==> src/rtl/wb_regfile.sv <==
// wb_regfile: 32 x DATA_WIDTH register file with writeback result mux.
//
// Ports:
//   clk, rst       - single clock; asynchronous active-high reset
//   w_aluresult    - writeback-stage ALU result
//   w_readdata     - writeback-stage load data
//   w_pcplus4      - writeback-stage PC+4 (link value for JAL/JALR)
//   w_rd           - destination register address
//   w_regwrite     - write enable
//   w_resultsrc    - result select: 00 ALU, 01 load, 10 PC+4, 11 ALU
//   rs1_addr/_data - read port 1 (combinational)
//   rs2_addr/_data - read port 2 (combinational)
//   w_result       - selected writeback value, for forwarding
//   a0             - continuous view of register x10
//   wb_count       - count of committed register writes (wraps)
//
// Configuration macro: REGFILE_BYPASS_EN
//   defined   - a read of the register being written returns w_result
//   undefined - reads return the stored value; forwarding is external
module wb_regfile #(
    parameter int DATA_WIDTH    = 32,
    parameter int ADDRESS_WIDTH = 32
) (
    input  logic                     clk,
    input  logic                     rst,
    input  logic [DATA_WIDTH-1:0]    w_aluresult,
    input  logic [DATA_WIDTH-1:0]    w_readdata,
    input  logic [ADDRESS_WIDTH-1:0] w_pcplus4,
    input  logic [4:0]               w_rd,
    input  logic                     w_regwrite,
    input  logic [1:0]               w_resultsrc,
    input  logic [4:0]               rs1_addr,
    input  logic [4:0]               rs2_addr,
    output logic [DATA_WIDTH-1:0]    rs1_data,
    output logic [DATA_WIDTH-1:0]    rs2_data,
    output logic [DATA_WIDTH-1:0]    w_result,
    output logic [DATA_WIDTH-1:0]    a0,
    output logic [31:0]              wb_count
);

    logic [DATA_WIDTH-1:0] regs_q [32];
    logic [31:0]           wb_count_q;
    logic [31:0]           wb_count_d;
    logic                  write_en;

    always_comb begin
        w_result = w_aluresult;
        case (w_resultsrc)
            2'b01:   w_result = w_readdata;
            2'b10:   w_result = DATA_WIDTH'(w_pcplus4);
            default: w_result = w_aluresult;
        endcase
    end

    assign write_en   = w_regwrite && (w_rd != 5'd0);
    assign wb_count_d = wb_count_q + 32'd1;

    always_ff @(posedge clk or posedge rst) begin
        if (rst) begin
            for (int unsigned i = 0; i < 32; i++) begin
                regs_q[i] <= '0;
            end
            wb_count_q <= '0;
        end else if (write_en) begin
            regs_q[w_rd] <= w_result;
            wb_count_q   <= wb_count_d;
        end
    end

    // Read ports: x0 and reset force zero; optional write-through bypass.
    always_comb begin
        rs1_data = regs_q[rs1_addr];
        if (rst || rs1_addr == 5'd0) begin
            rs1_data = '0;
        end
`ifdef REGFILE_BYPASS_EN
        else if (write_en && rs1_addr == w_rd) begin
            rs1_data = w_result;
        end
`endif
    end

    always_comb begin
        rs2_data = regs_q[rs2_addr];
        if (rst || rs2_addr == 5'd0) begin
            rs2_data = '0;
        end
`ifdef REGFILE_BYPASS_EN
        else if (write_en && rs2_addr == w_rd) begin
            rs2_data = w_result;
        end
`endif
    end

    assign a0       = rst ? '0 : regs_q[10];
    assign wb_count = wb_count_q;

endmodule

==> config.mk <==
export PLATFORM = sky130hd
export DESIGN_NAME = wb_regfile
export DESIGN_NICKNAME = d
export VERILOG_FILES = /design/src/rtl/wb_regfile.sv
export SDC_FILE = /design/constraint.sdc
export NUM_CORES = 2
export LEC_CHECK = 0
export BUFFER_PORTS_ARGS = -buffer_cell sky130_fd_sc_hd__buf_2
export CORE_MARGIN = 3
export CORE_UTILIZATION = 60
export CTS_BUF_LIST = sky130_fd_sc_hd__clkbuf_4 sky130_fd_sc_hd__clkbuf_8
export DETAILED_ROUTE_END_ITERATION = 8
export PLACE_DENSITY_LB_ADDON = 0.05
export RECOVER_POWER = 25
export SYNTH_ARGS = -nofsm -noshare
export SYNTH_HDL_FRONTEND = slang
export SYNTH_SLANG_ARGS = --single-unit
export TNS_END_PERCENT = 10
==> constraint.sdc <==
create_clock -name clk -period 35.5 [get_ports clk]
set_input_delay 0 -clock clk [delete_from_list [all_inputs] [get_ports clk]]
set_output_delay 0 -clock clk [all_outputs]
set_load 0.01 [all_outputs]
* Yosys cells after proc, flatten, opt, wreduce, memory -nomap -nowiden
Cells that the tools add are included. W data, S select, Z words.
Word-level totals: bits of input ports 116, output and inout port bits 160, word-level logic and storage cells 63, register bits 1056
Cells by class: add/subtract/negate cells 1, eq/ne operators 2, reduce and logical (&&, ||, !) cells 7, $lt $le $gt $ge 4, muxes and demuxes 13, bitwise gates (word level) 3
Operators with widths (number):
- $bwmux W1024 | 1
- $bmux W32 S5 | 2
- $mux W32 | 8
- $demux W32 S5 | 1
- $pmux W32 S2 | 1
- $add A32 B1 Y32 const B | 1
- $ge A6 B6 Y1 const B | 3
- $not A5 Y6 | 3
- $logic_not A5 Y1 | 2
- $lt A6 B1 Y1 const B | 1
- $reduce_bool A5 Y1 | 1
- $eq A2 B1 Y1 const B | 1
- $eq A2 B2 Y1 const B | 1
- $logic_and A1 B1 Y1 | 2
- $logic_or A1 B1 Y1 | 2

* Longest topological paths before layout
depth in word-level cells 6, depth in mapped cells 8, mapped depth without buffers 6

* Worst setup path after synthesis
Ideal clock, no wire load.
path kind input port to output port, start point input rst, end point output rs2_data[0], slack 9.465 ns, buffers on the path 0, arrival time 26.035 ns, stages 5, path through inv_1 -> nand3_1 -> a2111oi_0 -> a221oi_1 -> nand3_1
Between the ends: word-level cells in the longest chain between the ends 2
RTL lines:
- from (decl) | RTL line 25 | input logic rst,
- $logic_or A1 B1 Y1 | RTL line 85 | if (rst || rs2_addr == 5'd0) begin
- $mux W32 | RTL line 85
- to (decl) | RTL line 35 | output logic [DATA_WIDTH-1:0] rs2_data,
No other way between the ends.

==> flow_summary.toml <==
[run_status]
status = "finished with violations"
violations = "max-capacitance violations, max-slew violations"

[setup_path]
cp-end-kind = "async pin"
cp-start-kind = "input pin"
path_class = "in -> async"
required_ns = 36.38
reg2reg_from = "wb_count[3]"
reg2regPathDepth = 5
r2r-end = "wb_count[26]"
worstPathArrival_ns = 13.15
crit_fanout = 143
regToRegSetupSlack_ns = 33.22

[layout]
multiInputGateArea_um2 = 26000
drive_gt1_frac = 0.173
fin_cells = 6859
final_util = 0.683
fin_nets = 5681
areaGrowthSynthToFinish_pct = 11.7
regArea_um2 = 26400
fill_cells = 7105

[pwr]
leakagePower_nw = 27.8
p_per_area_nw_per_um2 = 54.7
ir_worst_vdd_mv = 0.0351

[route]
avgRoutedWirePerCell_um = 27.6
wl_mm = 189
dr.pass1.iters = 6
drtAntennaViolNets = 0
via_per_inst = 6.63
drc = 0
drtIter0Drc = 5739
vias = 45505

[sta]
setup_tns_ns = 0
setup_viol_count_final = 0
slew_headroom = -4.20
whs_ns = 0.137
finalCriticalPeriod_ns = 12.27
clock_skew_ns = 0.0304
drv_slew = 519
rsz0062_at_grt = "false"
fmax_mhz = 81.5
period_share = 0.346
hold_violations = 0
tightest_slew_ns = 7.80

[place]
numPortBuffers = 275
gp_congestion = 0.887
dp.cells = 6465
dp_hpwl_mm = 110

[synth]
synth_area_um2 = 54500
syn-num-nets = 5579
ys_seq_area_frac = 0.485
avgSynthCellArea_um2 = 9.99
synth_flop_cell = "dfrtp_1"
syn_inst = 5460
synth_edf_count = 0
ys_types = 48
yosys_warnings = 0
synth-seq-cells = 1056
synth-async-reset-ratio = 1.00

[worst_hold_path]
min_path_type = "in -> reg"
hold_depth = 6
hold_path_end = "wb_count[29]"
hold_start = "w_rd[2]"

[clock_tree]
path_clk_slew_ns = 0.06
clock_path_buffers = 3
cts_buffers = 176
cts_resized = 0
hold_buffers = 84
cts_root_buffer = "clkbuf_8"
post_cts_buffers = 0
cts.htree.levels = 4
cts_sinks = 1056
tritoncts = "yes"
clk_latency_ns = 0.86

[global_routing]
track_usage = 0.402
grt_pass1_vias = 43847
antenna_found_initial = 10
grt_pass1_wl_mm = 283
grt_remaining_overflow = 0
grt_max_degree = 192

[die]
die_w_um = 307
die_y_um = 307
std_cell_rows = 109
num_io_pins = 276
die-area_um2 = 94500
start_util = 0.611
core_um2 = 89200

[flow_run]
maxCapViolCount = 11
flip-flops by register name (all words and copies together), names as in the netlist:
signal	cells
regs_q	1024
wb_count	32
power by group:
part / total, W / internal [W] / switching (W)
clock: 0.00115 / 0.000644 / 0.000504
combinational: 0.000614 / 0.000264 / 0.000350
sequential: 0.00157 / 0.00140 / 0.000166
total: 0.00333 / 0.00231 / 0.00102
cell usage in the layout, fill, tap and decap left out, types with 20 or more instances in the layout:
cell | netlist | final
nand2_1 | 1136 | 1105
dfrtp_1 | 1056 | 1056
o21ai_0 | 990 | 990
mux2i_1 | 522 | 522
a22oi_1 | 293 | 293
clkbuf_8 | 0 | 232
mux4_2 | 218 | 218
buf_2 | 95 | 209
nand3_1 | 121 | 118
buf_4 | 5 | 105
dlygate4sd3_1 | 0 | 81
clkbuf_1 | 436 | 76
a21oi_1 | 90 | 63
inv_1 | 60 | 59
nor2b_1 | 59 | 56
clkbuf_4 | 0 | 52
mux2_2 | 44 | 44
nor2_1 | 53 | 42
nand2_2 | 0 | 31
nand4_1 | 30 | 31
a21oi_2 | 0 | 25
a221oi_1 | 24 | 24
a211oi_1 | 22 | 22
o22ai_1 | 22 | 22
a2111oi_0 | 22 | 22
xnor2_1 | 21 | 21
o21ai_1 | 20 | 20
how the worst max path moves through the flow:
stage	start	to	slack, ns	depth (start not counted)
detailed placement	rs2_addr[1]	rs2_data[17]	31.60	8
global placement	rs2_addr[1]	rs2_data[17]	31.65	8
CTS	rs2_addr[1]	rs2_data[17]	31.60	8
floorplan	rst	regs_q[0]	5.72	1
finish	rst	regs_q[585]	23.23	7
global route	rst	regs_q[684]	21.38	7
cell type report:
| class | count | share of cell area |
|---|---|---|
| Antenna cell | 5 | 0.000205 |
| Clock buffer | 282 | 0.0584 |
| Clock inverter | 23 | 0.00290 |
| Inverter | 60 | 0.00372 |
| Multi-Input combinational cell | 3788 | 0.427 |
| Sequential cell | 1056 | 0.434 |
| Tap cell | 1165 | 0.0239 |
| Timing Repair Buffer | 480 | 0.0505 |
routing by layer:
metal  GRT usage  vias to the layer above  wire length [µm]
li1            -                    19709                 -
met5           0                        -               199
met2       0.578                     2631             80900
met1       0.586                    22688             78400
met3       0.114                      473             22000
met4       0.152                        4              7530
cell usage after synthesis (10+ instances only):
| cell | instances | area share |
|---|---|---|
| a2111oi_0 | 22 | 0.0035 |
| a211oi_1 | 22 | 0.0030 |
| a21oi_1 | 90 | 0.0083 |
| a221oi_1 | 24 | 0.0039 |
| a22oi_1 | 293 | 0.040 |
| a31oi_1 | 17 | 0.0020 |
| and3_1 | 11 | 0.0013 |
| buf_1 | 20 | 0.0014 |
| buf_2 | 95 | 0.0087 |
| clkbuf_1 | 436 | 0.030 |
| dfrtp_1 | 1056 | 0.48 |
| inv_1 | 60 | 0.0041 |
| mux2_2 | 44 | 0.0091 |
| mux2i_1 | 522 | 0.096 |
| mux4_2 | 218 | 0.090 |
| nand2_1 | 1136 | 0.078 |
| nand3_1 | 121 | 0.011 |
| nand4_1 | 30 | 0.0034 |
| nor2_1 | 53 | 0.0036 |
| nor2b_1 | 59 | 0.0068 |
| o21ai_0 | 990 | 0.091 |
| o21ai_1 | 20 | 0.0018 |
| o221ai_1 | 17 | 0.0027 |
| o22ai_1 | 22 | 0.0025 |
| xnor2_1 | 21 | 0.0034 |
| xor2_1 | 10 | 0.0016 |
metrics by stage:
| step | cell area (µm²) | worst slack [ns] | total power (W) |
|---|---|---|---|
| after floorplan | 54500 | 5.72 | 0.00197 |
| after global placement | 56500 | 31.65 | 0.00215 |
| after detailed placement | 56600 | 31.60 | 0.00218 |
| after CTS | 61200 | 31.60 | 0.00333 |
| after global routing | 60900 | 21.38 | 0.00348 |
| final | 60900 | 23.23 | 0.00333 |
critical path, stage by stage:
cell and delay, ns:
dlygate4sd3_1 0.53, buf_2 0.12, clkbuf_1 1.06, clkinvlp_2 3.50
clkbuf_1 5.64, buf_4 1.30, buf_4 0.78
cell families after synthesis:
kind of cell | count (synthesis) | share of synthesized area
AO/OA/AOI/OAI | 1524 | 0.160
AND/OR/NAND/NOR | 1446 | 0.110
flip-flops | 1056 | 0.485
multiplexers | 784 | 0.195
buffers and inverters | 616 | 0.0449
XOR/XNOR | 31 | 0.00498
adder cells (fa/ha/maj) | 3 | 0.000688
Power figures use the tool's default switching activity.
